[config.mk]
export PLATFORM = sky130hd
export DESIGN_NAME = red_pitaya_sys_arb
export DESIGN_NICKNAME = d
export VERILOG_FILES = /design/src/rtl/red_pitaya_sys_arb.sv
export SDC_FILE = /design/constraint.sdc
export NUM_CORES = 1
export LEC_CHECK = 0
export CAP_MARGIN = 25
export CORE_MARGIN = 4
export CORE_UTILIZATION = 52
export CTS_CLUSTER_DIAMETER = 120
export DETAILED_ROUTE_END_ITERATION = 8
export HOLD_SLACK_MARGIN = 0.15
export PLACE_DENSITY = 0.84
export SYNTH_ARGS = -nofsm -noshare
export SYNTH_HDL_FRONTEND = slang
export SYNTH_SLANG_ARGS = --single-unit
[constraint.sdc]
create_clock -name clk_i -period 20.3 [get_ports clk_i]
set_input_delay 3.045 -clock clk_i [delete_from_list [all_inputs] [get_ports clk_i]]
set_output_delay 3.045 -clock clk_i [all_outputs]
set_load 0.005 [all_outputs]
[src/rtl/red_pitaya_sys_arb.sv]
// Two-master arbiter in front of a single system-bus slave: captures request pulses,
// forwards one transaction at a time and routes ack/err/rdata back to the owner.
module red_pitaya_sys_arb #(
    parameter int FIXED_PRIO = 0,
    parameter int TMO        = 255
) (
    input  logic        clk_i,
    input  logic        rst_i,

    input  logic [31:0] m0_addr_i,
    input  logic [31:0] m0_wdata_i,
    input  logic [3:0]  m0_sel_i,
    input  logic        m0_wen_i,
    input  logic        m0_ren_i,
    output logic [31:0] m0_rdata_o,
    output logic        m0_err_o,
    output logic        m0_ack_o,

    input  logic [31:0] m1_addr_i,
    input  logic [31:0] m1_wdata_i,
    input  logic [3:0]  m1_sel_i,
    input  logic        m1_wen_i,
    input  logic        m1_ren_i,
    output logic [31:0] m1_rdata_o,
    output logic        m1_err_o,
    output logic        m1_ack_o,

    output logic [31:0] sys_addr_o,
    output logic [31:0] sys_wdata_o,
    output logic [3:0]  sys_sel_o,
    output logic        sys_wen_o,
    output logic        sys_ren_o,
    input  logic [31:0] sys_rdata_i,
    input  logic        sys_err_i,
    input  logic        sys_ack_i
);

    localparam logic [1:0]  S_IDLE   = 2'd0;
    localparam logic [1:0]  S_ISSUE  = 2'd1;
    localparam logic [1:0]  S_WAIT   = 2'd2;
    localparam logic [15:0] TMO_LAST = 16'(TMO - 1);

    logic [1:0]  r_state;
    logic [1:0]  r_pend;
    logic        r_last;
    logic        r_grant;
    logic [15:0] r_timer;

    logic [31:0] r_addr  [2];
    logic [31:0] r_wdata [2];
    logic [3:0]  r_sel   [2];
    logic [1:0]  r_wen;
    logic [1:0]  r_ren;

    logic [31:0] r_sysAddr;
    logic [31:0] r_sysWdata;
    logic [3:0]  r_sysSel;
    logic        r_sysWen;
    logic        r_sysRen;

    logic [1:0]  r_ack;
    logic [1:0]  r_err;
    logic [31:0] r_rdata [2];

    logic [31:0] w_addrIn  [2];
    logic [31:0] w_wdataIn [2];
    logic [3:0]  w_selIn   [2];
    logic [1:0]  w_wenIn;
    logic [1:0]  w_renIn;
    logic [1:0]  w_req;
    logic [1:0]  w_capture;
    logic [1:0]  w_overrun;
    logic [1:0]  w_own;
    logic        w_slaveResp;
    logic        w_done;
    logic        w_timeout;
    logic        w_finish;
    logic        w_pick;

    assign w_addrIn[0]  = m0_addr_i;
    assign w_addrIn[1]  = m1_addr_i;
    assign w_wdataIn[0] = m0_wdata_i;
    assign w_wdataIn[1] = m1_wdata_i;
    assign w_selIn[0]   = m0_sel_i;
    assign w_selIn[1]   = m1_sel_i;
    assign w_wenIn      = {m1_wen_i, m0_wen_i};
    assign w_renIn      = {m1_ren_i, m0_ren_i};

    assign w_req       = w_wenIn | w_renIn;
    assign w_capture   = w_req & ~r_pend;
    assign w_overrun   = w_req & r_pend;
    assign w_own       = {r_grant, ~r_grant};
    assign w_slaveResp = sys_ack_i | sys_err_i;
    assign w_done      = (r_state == S_WAIT) && w_slaveResp;
    assign w_timeout   = (r_state == S_WAIT) && !w_slaveResp && (r_timer >= TMO_LAST);
    assign w_finish    = w_done | w_timeout;

    // On a tie, round-robin favours whoever was not served last; otherwise master 0.
    assign w_pick = (&r_pend) ? ((FIXED_PRIO != 0) ? 1'b0 : ~r_last) : r_pend[1];

    always_ff @(posedge clk_i or posedge rst_i) begin
        if (rst_i) begin
            r_pend <= '0;
            r_wen  <= '0;
            r_ren  <= '0;
            for (int i = 0; i < 2; i++) begin
                r_addr[i]  <= '0;
                r_wdata[i] <= '0;
                r_sel[i]   <= '0;
            end
        end else begin
            for (int i = 0; i < 2; i++) begin
                if (w_capture[i]) begin
                    r_addr[i]  <= w_addrIn[i];
                    r_wdata[i] <= w_wdataIn[i];
                    r_sel[i]   <= w_selIn[i];
                    r_wen[i]   <= w_wenIn[i];
                    r_ren[i]   <= w_renIn[i];
                end
                r_pend[i] <= w_capture[i] | (r_pend[i] & ~(w_finish & w_own[i]));
            end
        end
    end

    // Overrun pulses are answered immediately with an error and never reach the slave.
    always_ff @(posedge clk_i or posedge rst_i) begin
        if (rst_i) begin
            r_ack <= '0;
            r_err <= '0;
            for (int i = 0; i < 2; i++) begin
                r_rdata[i] <= '0;
            end
        end else begin
            for (int i = 0; i < 2; i++) begin
                r_ack[i]   <= w_overrun[i] | (w_finish & w_own[i]);
                r_err[i]   <= w_overrun[i] | (w_finish & w_own[i] & (w_timeout | sys_err_i));
                r_rdata[i] <= (w_done && w_own[i]) ? sys_rdata_i : '0;
            end
        end
    end

    always_ff @(posedge clk_i or posedge rst_i) begin
        if (rst_i) begin
            r_state    <= S_IDLE;
            r_last     <= 1'b1;
            r_grant    <= 1'b0;
            r_timer    <= '0;
            r_sysAddr  <= '0;
            r_sysWdata <= '0;
            r_sysSel   <= '0;
            r_sysWen   <= 1'b0;
            r_sysRen   <= 1'b0;
        end else begin
            r_sysWen <= 1'b0;
            r_sysRen <= 1'b0;
            case (r_state)
                S_IDLE: begin
                    if (|r_pend) begin
                        r_grant    <= w_pick;
                        r_sysAddr  <= r_addr[w_pick];
                        r_sysWdata <= r_wdata[w_pick];
                        r_sysSel   <= r_sel[w_pick];
                        r_sysWen   <= r_wen[w_pick];
                        r_sysRen   <= r_ren[w_pick];
                        r_timer    <= '0;
                        r_state    <= S_ISSUE;
                    end
                end
                S_ISSUE: begin
                    r_timer <= r_timer + 16'd1;
                    r_state <= S_WAIT;
                end
                S_WAIT: begin
                    if (r_timer != 16'hFFFF) begin
                        r_timer <= r_timer + 16'd1;
                    end
                    if (w_finish) begin
                        r_last  <= r_grant;
                        r_state <= S_IDLE;
                    end
                end
                default: r_state <= S_IDLE;
            endcase
        end
    end

    assign sys_addr_o  = r_sysAddr;
    assign sys_wdata_o = r_sysWdata;
    assign sys_sel_o   = r_sysSel;
    assign sys_wen_o   = r_sysWen;
    assign sys_ren_o   = r_sysRen;

    assign m0_ack_o   = r_ack[0];
    assign m0_err_o   = r_err[0];
    assign m0_rdata_o = r_rdata[0];
    assign m1_ack_o   = r_ack[1];
    assign m1_err_o   = r_err[1];
    assign m1_rdata_o = r_rdata[1];

endmodule

==> flow_metrics.tcl <==
set metrics [dict create \
    initial_utilization 0.5351 \
    grt_remaining_overflow 0 \
    dieArea_sq_mm 0.02521 \
    ir_drop_mv 0.09482 \
    critPathLaunchType "input port" \
    leakage_nw 7.281 \
    synth_edf_count 0 \
    clock_path_buffers 3 \
    crit_chain "clkdlybuf4s50_1 > o21bai_4 > buf_4 > mux2_2" \
    core_area_sq_mm 0.02209 \
    gp_congestion 0.8390 \
    drv_cap 0 \
    cts_max_level 1 \
    fin_crit_ns 4.860 \
    synth_top_family_by_area "multiplexers" \
    die_y_um 158.8 \
    worst_setup_path_end_kind "flop" \
    hold-worst-slack_ns 0.4781 \
    rr_worst_depth 3 \
    stdcell_area_sq_mm 0.01628 \
    slew_headroom 0.2824 \
    crit_fanout 52 \
    hold_buffers 0 \
    drtAntennaViolNets 0 \
    clock-sinks 300 \
    synth.yosys.seq_area_share 0.6351 \
    grt_usage 0.2279 \
    status "complete, no violations" \
    fillCellCount 1438 \
    root_buffer "clkbuf_16" \
    async_flop_share 1.000 \
    tightest_slew_ns 1.076 \
    die_x_um 158.8 \
    grt_max_degree 144 \
    dp_hpwl_mm 19.79 \
    synth.area.mux_share 0.1926 \
    row_count 54 \
    layout_common_cells "clkdlybuf4s50_1 (313), dfrtp_1 (299), mux2_2 (140)" \
    cp_slowest_cell "buf_4" \
    cts_buffers 31 \
    p_per_area_mw_per_mm2 146.0 \
    yosys_warnings 0 \
    drv_slew 0 \
    r2r_end "sys_wdata_o[31]" \
    yosys.area_share.adder 0.006350 \
    vias 8071 \
    dr.pass1.iters 4 \
    max_clock_freq_mhz 205.8 \
    min_to "sys_wdata_o[25]" \
    grt_pass1_wl_mm 46.84 \
    preCtsSetupSlack_ns 14.85 \
    ys_ff_latch 300 \
    routed_wirelength_mm 29.56 \
    wire_per_inst_um 19.69 \
    hold_viol 0 \
    cts_tree "built" \
    synth_compound_area_frac 0.05461 \
    clock-skew-final_ns 0.01549 \
    syn2layout_area_growth_pct 37.68 \
    drive_above_1_share 0.1747 \
    rsz0062_at_grt "false" \
    grt_pass1_vias 8599 \
    syn_area_per_cell_sq_um 13.28 \
    synth.distinct_cells 49 \
    tns_ns 0 \
    dpl-instance-area_sq_mm 0.01521 \
    post-cts-setup-buffers 0 \
    r2r_start "r_pend[0]" \
    path_class "in -> reg" \
    antenna_found_initial 2 \
    synth-simple-area-share 0.09080 \
    r2r_slack_ns 17.72 \
    clk_pin_slew_ns 0.06 \
    synth_xor_area_frac 0.0007408 \
    nets 1382 \
    drt-vias-per-instance 5.377 \
    syn-instance-count 890 \
    fin_crit_sh 0.2394 \
    finalWorstSetupSlack_ns 15.44 \
    cts_resized 0 \
    hp-class "reg -> reg" \
    drc 0 \
    clk_latency_ns 0.54 \
    cp_data_required_time_ns 20.71 \
    hold_start "sys_wdata_o[25]" \
    timing.hold.worst_path_depth 2 \
    setup_violations 0 \
    synthesis.nets 1072 \
    slowest_delay_ns 0.71 \
    drt_iter0_markers 365 \
    ys.flop_type "dfrtp_1" \
    final_common_cell "clkdlybuf4s50_1" \
    io_pins 314 \
    syn_area_sq_mm 0.01182 \
    final_core_util 0.7367 \
    port_buffers 313 \
    worstPathArrival_ns 5.27 \
]
==> sequential cells by signal, summed over array words and instances (netlist names), 2 cells and up <==
| register | count |
|---|---|
| r_pend | 2 |
| r_sel | 8 |
| r_timer | 16 |
| r_wdata | 64 |
| m0_rdata_o | 32 |
| m1_rdata_o | 32 |
| sys_sel_o | 4 |
| r_state | 2 |
| r_wen | 2 |
| sys_wdata_o | 32 |
| r_ack | 2 |
| sys_addr_o | 32 |
| r_ren | 2 |
| r_addr | 64 |
| r_err | 2 |
==> logic make-up (layout without fill, tap and decap cells) <==
family / Yosys count / count (layout)
adders and majority gates: 6 / 6
DFF: 300 / 300
buffers and inverters: 52 / 381
other: 0 / 2
xor gates and xnor gates: 1 / 1
muxes: 210 / 210
and+or+nand+nor: 207 / 207
AOI/OAI and AO/OA: 114 / 114
==> final cells by class <==
| cell class | instances | area, sq um | share of cell area |
|---|---|---|---|
| inverter | 4 | 22.52 | 0.001384 |
| multi-input combinational | 538 | 4125 | 0.2534 |
| timing repair buffer | 325 | 3283 | 0.2017 |
| sequential | 300 | 7508 | 0.4613 |
| clock buffer | 45 | 918.4 | 0.05642 |
| clock inverter | 7 | 63.81 | 0.003920 |
| tap | 280 | 350.3 | 0.02152 |
| antenna | 2 | 5.005 | 0.0003075 |
==> stage by stage <==
step                total power [mW]  std cells
finish                         2.377       1501
global route                   2.527       1501
CTS                            2.401       1496
detailed placement             1.849       1444
global placement               1.808       1444
floorplan                      1.487        890
==> per-layer routing <==
layer / vias to the layer above / track usage / share of wire
li1: 3708 / - / -
met1: 3999 / 0.2794 / 0.40
met2: 306 / 0.3813 / 0.48
met3: 58 / 0.08087 / 0.093
met4: 0 / 0.07337 / 0.031
met5: - / 0 / 0
==> report_power, final <==
part / switching (mW) / internal, mW
combinational: 0.384 / 0.478
clock: 0.220 / 0.322
sequential: 0.129 / 0.843
total: 0.733 / 1.64
==> worst max-delay path by stage <==
stage              from             to  slack [ns]  depth (start not counted)
2_1_floorplan     rst_i  m0_rdata_o[0]        8.97                          1
3_3_place_gp   m0_ren_i    r_wdata[57]       14.88                          4
3_5_place_dp   m0_ren_i     r_addr[41]       14.85                          4
4_1_cts        m0_ren_i     r_addr[35]       15.42                          4
5_1_grt        m0_ren_i     r_addr[34]       15.34                          4
6_report       m0_ren_i     r_addr[35]       15.44                          4
==> cells in the mapped netlist, drive strengths merged (4+ instances only) <==
cell type | number | area share
dfrtp | 299 | 0.63
nand2b | 4 | 0.0021
nor2 | 12 | 0.0040
mux2i | 70 | 0.059
inv | 4 | 0.0013
nand2 | 83 | 0.027
clkbuf | 22 | 0.0070
and3 | 9 | 0.0048
mux2 | 140 | 0.13
buf | 26 | 0.012
a21oi | 4 | 0.0020
or3 | 4 | 0.0021
nand3 | 9 | 0.0038
ha | 6 | 0.0063
o21ai | 86 | 0.036
and2 | 70 | 0.037
o22ai | 4 | 0.0021
o31ai | 5 | 0.0043
a31oi | 4 | 0.0021
==> worst max-delay path, delay by kind of cell <==
family | cells | cell delay (ns)
multiplexers | 1 | 0.41
buffers and inverters | 2 | 1.19
AO/OA/AOI/OAI | 1 | 0.60
Power figures use the tool's default switching activity.
